--- src/rtl/vram_if.sv ---
// Frame-buffer arbiter bus: display timing, writer handshake, RAM port and pixel stream.
// master = timing/writer/RAM side, slave = the arbiter.
interface vram_if #(
  parameter int ADDR_W     = 20,
  parameter int DATA_W     = 12,
  parameter int FIFO_DEPTH = 4
) ();
  localparam int CNT_W = $clog2(FIFO_DEPTH) + 1;

  logic [31:0]       H_pos;
  logic [31:0]       V_pos;
  logic              valid_video;
  logic              wr_valid;
  logic              wr_ready;
  logic [ADDR_W-1:0] wr_addr;
  logic [DATA_W-1:0] wr_data;
  logic [ADDR_W-1:0] mem_addr;
  logic [DATA_W-1:0] mem_wdata;
  logic              mem_we;
  logic [DATA_W-1:0] mem_rdata;
  logic [DATA_W-1:0] pix_data;
  logic              pix_valid;
  logic [CNT_W-1:0]  fifo_count;

  modport master (
    output H_pos, V_pos, valid_video, wr_valid, wr_addr, wr_data, mem_rdata,
    input  wr_ready, mem_addr, mem_wdata, mem_we, pix_data, pix_valid, fifo_count
  );

  modport slave (
    input  H_pos, V_pos, valid_video, wr_valid, wr_addr, wr_data, mem_rdata,
    output wr_ready, mem_addr, mem_wdata, mem_we, pix_data, pix_valid, fifo_count
  );
endinterface

--- src/rtl/vram_arbiter.sv ---
// Single-port VRAM arbiter: display fetch owns the RAM during active video, queued writes drain in blanking.
// Optional macro VRAM_FRAME_SYNC_WR_EN restricts draining to vertical blanking (tear-free updates).
module vram_arbiter #(
  parameter int ADDR_W     = 20,
  parameter int DATA_W     = 12,
  parameter int FIFO_DEPTH = 4
) (
  input logic   clk,
  input logic   reset_ctr,
  vram_if.slave bus
);
  // Shared frame geometry
  localparam int IMAGE_WIDTH  = 1280;
  localparam int IMAGE_HEIGHT = 720;
  localparam int PTR_W        = $clog2(FIFO_DEPTH);
  localparam int CNT_W        = PTR_W + 1;

  typedef enum logic [1:0] {IDLE, DISP, DRAIN} state_t;

  state_t            state_q, state_d;
  logic [ADDR_W-1:0] fifo_addr [FIFO_DEPTH];
  logic [DATA_W-1:0] fifo_data [FIFO_DEPTH];
  logic [PTR_W-1:0]  wr_ptr, rd_ptr;
  logic [CNT_W-1:0]  count_q, count_d;
  logic              push, pop, drain_ok;
  logic              vld_p0, vld_p1;

  function automatic logic [ADDR_W-1:0] lin_addr(input logic [31:0] h, input logic [31:0] v);
    logic [31:0] lin;
    lin = v * 32'(IMAGE_WIDTH) + h;
    return lin[ADDR_W-1:0];
  endfunction

  assign bus.wr_ready   = (count_q < CNT_W'(FIFO_DEPTH));
  assign bus.fifo_count = count_q;
  assign push           = bus.wr_valid && bus.wr_ready;

`ifdef VRAM_FRAME_SYNC_WR_EN
  assign drain_ok = !bus.valid_video && (bus.V_pos >= 32'(IMAGE_HEIGHT));
`else
  assign drain_ok = !bus.valid_video;
`endif

  // Pop decision uses this cycle's inputs so a rising valid_video always wins the port.
  assign pop = (state_q == DRAIN) && drain_ok && (count_q != '0);

  always_comb begin
    count_d = count_q;
    if (push && !pop)
      count_d = count_q + CNT_W'(1);
    else if (pop && !push)
      count_d = count_q - CNT_W'(1);
  end

  always_comb begin
    state_d = state_q;
    if (bus.valid_video)
      state_d = DISP;
    else if ((count_d != '0) && drain_ok)
      state_d = DRAIN;
    else
      state_d = IDLE;
  end

  always_ff @(posedge clk) begin
    if (reset_ctr) begin
      state_q <= IDLE;
      count_q <= '0;
      wr_ptr  <= '0;
      rd_ptr  <= '0;
    end else begin
      state_q <= state_d;
      count_q <= count_d;
      if (push)
        wr_ptr <= wr_ptr + PTR_W'(1);
      if (pop)
        rd_ptr <= rd_ptr + PTR_W'(1);
    end
  end

  always_ff @(posedge clk) begin
    if (push) begin
      fifo_addr[wr_ptr] <= bus.wr_addr;
      fifo_data[wr_ptr] <= bus.wr_data;
    end
  end

  // Stage p0: RAM port registers (display read address or drained write)
  always_ff @(posedge clk) begin
    if (reset_ctr) begin
      bus.mem_addr  <= '0;
      bus.mem_wdata <= '0;
      bus.mem_we    <= 1'b0;
      vld_p0        <= 1'b0;
    end else begin
      bus.mem_we <= 1'b0;
      vld_p0     <= bus.valid_video;
      if (bus.valid_video) begin
        bus.mem_addr <= lin_addr(bus.H_pos, bus.V_pos);
      end else if (pop) begin
        bus.mem_addr  <= fifo_addr[rd_ptr];
        bus.mem_wdata <= fifo_data[rd_ptr];
        bus.mem_we    <= 1'b1;
      end
    end
  end

  // Stage p1: RAM read data returning; output stage registers it as the pixel
  always_ff @(posedge clk) begin
    if (reset_ctr) begin
      vld_p1        <= 1'b0;
      bus.pix_valid <= 1'b0;
      bus.pix_data  <= '0;
    end else begin
      vld_p1        <= vld_p0;
      bus.pix_valid <= vld_p1;
      if (vld_p1)
        bus.pix_data <= bus.mem_rdata;
    end
  end
endmodule
--- src/flat_wrapper.sv ---
// flat-port wrapper written by rule: the top's interface ports become plain ports
module vram_arbiter_flat 
#(
  parameter int ADDR_W     = 20,
  parameter int DATA_W     = 12,
  parameter int FIFO_DEPTH = 4
)
  (clk, reset_ctr, bus_H_pos, bus_V_pos, bus_valid_video, bus_wr_valid, bus_wr_addr, bus_wr_data, bus_mem_rdata, bus_wr_ready, bus_mem_addr, bus_mem_wdata, bus_mem_we, bus_pix_data, bus_pix_valid, bus_fifo_count);
  vram_if #(.ADDR_W(ADDR_W), .DATA_W(DATA_W), .FIFO_DEPTH(FIFO_DEPTH)) bus_i ();
  input logic clk;
  input logic reset_ctr;
  input wire logic [$bits(bus_i.H_pos)-1:0] bus_H_pos;
  input wire logic [$bits(bus_i.V_pos)-1:0] bus_V_pos;
  input wire logic [$bits(bus_i.valid_video)-1:0] bus_valid_video;
  input wire logic [$bits(bus_i.wr_valid)-1:0] bus_wr_valid;
  input wire logic [$bits(bus_i.wr_addr)-1:0] bus_wr_addr;
  input wire logic [$bits(bus_i.wr_data)-1:0] bus_wr_data;
  input wire logic [$bits(bus_i.mem_rdata)-1:0] bus_mem_rdata;
  output wire logic [$bits(bus_i.wr_ready)-1:0] bus_wr_ready;
  output wire logic [$bits(bus_i.mem_addr)-1:0] bus_mem_addr;
  output wire logic [$bits(bus_i.mem_wdata)-1:0] bus_mem_wdata;
  output wire logic [$bits(bus_i.mem_we)-1:0] bus_mem_we;
  output wire logic [$bits(bus_i.pix_data)-1:0] bus_pix_data;
  output wire logic [$bits(bus_i.pix_valid)-1:0] bus_pix_valid;
  output wire logic [$bits(bus_i.fifo_count)-1:0] bus_fifo_count;
  assign bus_i.H_pos = bus_H_pos;
  assign bus_i.V_pos = bus_V_pos;
  assign bus_i.valid_video = bus_valid_video;
  assign bus_i.wr_valid = bus_wr_valid;
  assign bus_i.wr_addr = bus_wr_addr;
  assign bus_i.wr_data = bus_wr_data;
  assign bus_i.mem_rdata = bus_mem_rdata;
  assign bus_wr_ready = bus_i.wr_ready;
  assign bus_mem_addr = bus_i.mem_addr;
  assign bus_mem_wdata = bus_i.mem_wdata;
  assign bus_mem_we = bus_i.mem_we;
  assign bus_pix_data = bus_i.pix_data;
  assign bus_pix_valid = bus_i.pix_valid;
  assign bus_fifo_count = bus_i.fifo_count;
  vram_arbiter #(.ADDR_W(ADDR_W), .DATA_W(DATA_W), .FIFO_DEPTH(FIFO_DEPTH)) u_core (.clk(clk), .reset_ctr(reset_ctr), .bus(bus_i));
endmodule
--- config.mk ---
export PLATFORM = sky130hd
export DESIGN_NAME = vram_arbiter_flat
export DESIGN_NICKNAME = d
export VERILOG_FILES = /design/src/rtl/vram_if.sv /design/src/rtl/vram_arbiter.sv /design/src/flat_wrapper.sv
export SDC_FILE = /design/constraint.sdc
export NUM_CORES = 1
export LEC_CHECK = 0
export BUFFER_PORTS_ARGS = -buffer_cell sky130_fd_sc_hd__buf_4
export CORE_MARGIN = 2
export CORE_UTILIZATION = 59
export DETAILED_ROUTE_END_ITERATION = 16
export PLACE_DENSITY_LB_ADDON = 0.1
export SYNTH_ARGS = -nofsm -noshare
export SYNTH_HDL_FRONTEND = slang
export SYNTH_SLANG_ARGS = --single-unit
--- constraint.sdc ---
create_clock -name clk -period 11.3 [get_ports clk]
set_clock_uncertainty 0.2 [all_clocks]
set_input_delay 1.695 -clock clk [delete_from_list [all_inputs] [get_ports clk]]
set_output_delay 1.695 -clock clk [all_outputs]
set_load 0.005 [all_outputs]
==> flow_results.xml <==
<?xml version="1.0" encoding="UTF-8"?>
<metrics>
  <group name="global_route">
    <metric name="first_global_vias" unit="">4833</metric>
    <metric name="grt_start_max_net_pins" unit="">58</metric>
    <metric name="global_route.overflow_total" unit="">0</metric>
    <metric name="grt_first_pass_wirelength" unit="um">24300</metric>
    <metric name="grtUsageTotal" unit="">0.222</metric>
    <metric name="antenna_violations_before_repair" unit="">0</metric>
  </group>
  <group name="min_path">
    <metric name="hold_path.class" unit="">register to register</metric>
  </group>
  <group name="setup_path">
    <metric name="critPathMaxStageDelay" unit="ns">0.40</metric>
    <metric name="timing.critical_path.slowest_stage_cell" unit="">fa_1</metric>
    <metric name="critical-path-top-cell-by-count" unit="">ha_1</metric>
    <metric name="rrSetupSlack" unit="ns">8.49</metric>
    <metric name="worstSetupEndpointType" unit="">register</metric>
    <metric name="timing.reg2reg.worst_path_depth" unit="">8</metric>
    <metric name="critPathLaunchType" unit="">primary input</metric>
    <metric name="critPathCapture" unit="">u_core.bus.mem_addr[19]</metric>
    <metric name="cp.required" unit="ns">11.40</metric>
    <metric name="max_fanout_on_critical_path" unit="">3</metric>
    <metric name="rr_endpoint" unit="">u_core.state_q[1]</metric>
    <metric name="r2r-start" unit="">u_core.bus.fifo_count[0]</metric>
    <metric name="setup.worst_path.start" unit="">bus_V_pos[1]</metric>
    <metric name="crit_chain" unit="">buf_4 -&gt; ha_1 -&gt; ha_1 -&gt; fa_1 -&gt; a21oi_1 -&gt; a2bb2oi_1 -&gt; nand2b_1 -&gt; a21oi_1 -&gt; xnor2_1 -&gt; ha_1 -&gt; and2_1 -&gt; a221o_1 -&gt; a31oi_1 -&gt; and4bb_2 -&gt; nor3_2</metric>
    <metric name="timing.setup.critical_path_class" unit="">primary input to register</metric>
    <metric name="critPathArrivalTime" unit="ns">5.08</metric>
  </group>
  <group name="finish">
    <metric name="final_area" unit="um^2">9690</metric>
    <metric name="post_route_cells_drive_above_1_share" unit="">0.293</metric>
    <metric name="syn_to_final_growth" unit="%">22.0</metric>
    <metric name="layout.filler_cells" unit="">862</metric>
    <metric name="design.final.nets" unit="">826</metric>
    <metric name="diodes" unit="">0</metric>
  </group>
  <group name="logic_synthesis">
    <metric name="netlist_instances" unit="">552</metric>
    <metric name="yosys_most_used_dff" unit="">edfxtp_1</metric>
    <metric name="synth_cell_types" unit="">50</metric>
    <metric name="postSynthNetCount" unit="">702</metric>
    <metric name="synth_seq_cells" unit="">186</metric>
    <metric name="async_reset_ff_frac" unit="">0</metric>
    <metric name="yosysSeqAreaShare" unit="">0.630</metric>
    <metric name="synth_enable_flop_cells" unit="">128</metric>
    <metric name="number_of_warnings_reported_in_the_yosys_synthesis_log" unit="">0</metric>
    <metric name="mappedNetlistArea" unit="um^2">7940</metric>
    <metric name="synth_area_per_cell" unit="um^2">14.4</metric>
  </group>
  <group name="drt">
    <metric name="route.antenna.remaining_nets" unit="">0</metric>
    <metric name="dr.first_iter.drc_count" unit="">305</metric>
    <metric name="num_vias" unit="">4800</metric>
    <metric name="viasPerCell" unit="">5.55</metric>
    <metric name="post-route-drc-count" unit="">0</metric>
    <metric name="wirelength" unit="um">15300</metric>
    <metric name="drt_pass1_iterations" unit="">5</metric>
    <metric name="routedWlPerCell" unit="um">17.6</metric>
  </group>
  <group name="flow_run">
    <metric name="total_of_max_cap_violations" unit="">0</metric>
  </group>
  <group name="power">
    <metric name="peakVddDrop" unit="V">0.000159</metric>
    <metric name="cellPowerDensity" unit="nW/um^2">174</metric>
    <metric name="static_leakage" unit="nW">3.63</metric>
    <metric name="report.power.total" unit="mW">1.69</metric>
  </group>
  <group name="timing">
    <metric name="setup_slack" unit="ns">6.32</metric>
    <metric name="slew_violations" unit="">0</metric>
    <metric name="timing.max_slew.rel_slack" unit="">0.337</metric>
    <metric name="grt_setup_unrepaired" unit="">false</metric>
    <metric name="finalHoldWorstSlack" unit="ns">0.260</metric>
    <metric name="final.period_utilization" unit="">0.441</metric>
    <metric name="setup_viol_count_final" unit="">0</metric>
    <metric name="worst-slew-pin-transition" unit="ns">0.993</metric>
    <metric name="layout_min_cycle_time" unit="ns">4.98</metric>
    <metric name="maxClockFrequency" unit="GHz">0.201</metric>
    <metric name="hold_violations" unit="">0</metric>
    <metric name="setup-tns-final" unit="ns">0</metric>
  </group>
  <group name="placement">
    <metric name="gpl.final_weighted_congestion" unit="">0.877</metric>
    <metric name="place_worst_setup_slack" unit="ns">5.86</metric>
    <metric name="buffer_ports.inserted" unit="">129</metric>
    <metric name="dp.final_hpwl" unit="um">9770</metric>
    <metric name="placedInstanceArea" unit="um^2">9040</metric>
  </group>
  <group name="clocking">
    <metric name="clock_tree.buffer_depth" unit="">2</metric>
    <metric name="clock_tree.htree_level_count" unit="">4</metric>
    <metric name="cts_post_setup_buffers_inserted" unit="">0</metric>
    <metric name="cts_num_sinks" unit="">186</metric>
    <metric name="clock_root_cell" unit="">clkbuf_16</metric>
    <metric name="clock_tree_from_tritoncts" unit="">done</metric>
    <metric name="clk_pin_slew" unit="ns">0.07</metric>
    <metric name="clkLatencyLatePin" unit="ns">0.42</metric>
    <metric name="postCtsHoldBufs" unit="">0</metric>
    <metric name="numCtsBuffers" unit="">17</metric>
    <metric name="cts_repair_resize_count" unit="">0</metric>
  </group>
  <group name="die">
    <metric name="std_cell_rows" unit="">42</metric>
    <metric name="floorplan.initialDensity" unit="">0.602</metric>
    <metric name="die_w" unit="um">120</metric>
    <metric name="io_pins" unit="">162</metric>
    <metric name="die_area" unit="um^2">14400</metric>
    <metric name="die_height" unit="um">120</metric>
    <metric name="placeableCoreArea" unit="um^2">13200</metric>
  </group>
  <group name="outcome">
    <metric name="status" unit="">finished clean</metric>
  </group>
</metrics>
==> layout by cell type, fill, tap and decap left out, types with 11 or more instances in the layout <==
cell / synthesis / routed
a21oi_1: 42 / 42
xnor2_1: 14 / 14
edfxtp_1: 128 / 128
buf_4: 3 / 132
clkbuf_16: 0 / 17
dfxtp_1: 58 / 58
ha_1: 36 / 36
a211oi_1: 11 / 11
nand2_1: 41 / 41
mux4_2: 32 / 32
inv_1: 11 / 11
nor2_1: 54 / 54
mux2i_1: 28 / 28
==> synth_stat cells, types with 3 or more instances <==
cell | number | area [um^2]
clkbuf_1 | 10 | 37.5
nand2_1 | 41 | 154
a211oi_1 | 11 | 82.6
xor2_1 | 4 | 35.0
o21ai_0 | 5 | 25.0
and2_1 | 9 | 56.3
ha_1 | 36 | 450
nor2_1 | 54 | 203
xnor2_1 | 14 | 123
buf_4 | 3 | 22.5
mux4_2 | 32 | 721
edfxtp_1 | 128 | 3840
dfxtp_1 | 58 | 1160
buf_2 | 9 | 45.0
a21oi_1 | 42 | 210
nor3_1 | 3 | 15.0
inv_1 | 11 | 41.3
a311oi_1 | 3 | 26.3
mux2i_1 | 28 | 280
buf_1 | 4 | 15.0
nor2b_1 | 4 | 25.0
a21o_1 | 7 | 52.6
==> stage by stage <==
step	utilization	std cells
after floorplan	-	552
after global placement	0.685	833
after detailed placement	0.685	833
after CTS	0.735	865
after global routing	0.735	865
final	0.735	865
==> worst min-delay path by stage <==
stage / start / to / slack (ns) / cells past startpoint
finish: u_core.bus.mem_wdata[3] / u_core.bus.mem_wdata[3] / 0.26 / 2
global route: u_core.bus.mem_wdata[1] / u_core.bus.mem_wdata[1] / 0.28 / 2
CTS: u_core.bus.mem_wdata[3] / u_core.bus.mem_wdata[3] / 0.26 / 2
detailed placement: u_core.bus.mem_wdata[3] / u_core.bus.mem_wdata[3] / 0.25 / 2
global placement: u_core.bus.mem_wdata[11] / u_core.bus.mem_wdata[11] / 0.24 / 2
floorplan: u_core.bus.mem_wdata[0] / u_core.bus.mem_wdata[0] / 0.25 / 2
==> power by group <==
group,switching (mW),internal (mW),total (mW)
registers,0.0209,0.775,0.796
clock network,0.240,0.406,0.646
logic,0.125,0.121,0.246
==> kinds of logic after synthesis <==
| kind of cell | after synthesis | share of synthesized area |
|---|---|---|
| multiplexers | 60 | 0.126 |
| AND/OR/NAND/NOR | 126 | 0.0718 |
| buffers and inverters | 39 | 0.0227 |
| AO/OA/AOI/OAI | 85 | 0.0679 |
| adder cells (fa/ha/maj) | 38 | 0.0617 |
| XOR/XNOR | 18 | 0.0198 |
| flip-flops | 186 | 0.630 |
==> worst max-delay path: cells and delay by family <==
kind	cells	cell delay, ns
XOR/XNOR	1	0.17
buffers and inverters	1	0.12
adder cells (fa/ha/maj)	4	1.20
AND/OR/NAND/NOR	4	0.60
AO/OA/AOI/OAI	5	1.30
==> sequential cells by signal, indices dropped and copies added (netlist names), named ones only <==
signal	cells
u_core.bus.mem_we	1
u_core.bus.pix_data	12
u_core.bus.pix_valid	1
u_core.bus.mem_addr	20
u_core.wr_ptr	2
u_core.bus.fifo_count	3
u_core.state_q	1
u_core.vld_p1	1
u_core.vld_p0	1
u_core.rd_ptr	2
u_core.bus.mem_wdata	12
u_core.fifo_addr	80
u_core.fifo_data	48
==> layout make-up <==
type	instances	area, um^2	share of cell area
timing repair buffer	132	991	0.102
tap	176	220	0.0227
inverter	12	45.0	0.00465
clock buffer	22	464	0.0479
multi-input combinational	327	2780	0.287
clock inverter	10	189	0.0195
sequential	186	5000	0.516
==> metal layers <==
metal | part of all wire | up-vias | track usage
met4 | 0.014 | 0 | 0.0801
met2 | 0.50 | 142 | 0.357
met1 | 0.42 | 2326 | 0.291
met3 | 0.067 | 16 | 0.0623
met5 | 0 | - | 0
li1 | - | 2316 | -
No activity file was read; power rests on OpenSTA's default activity.
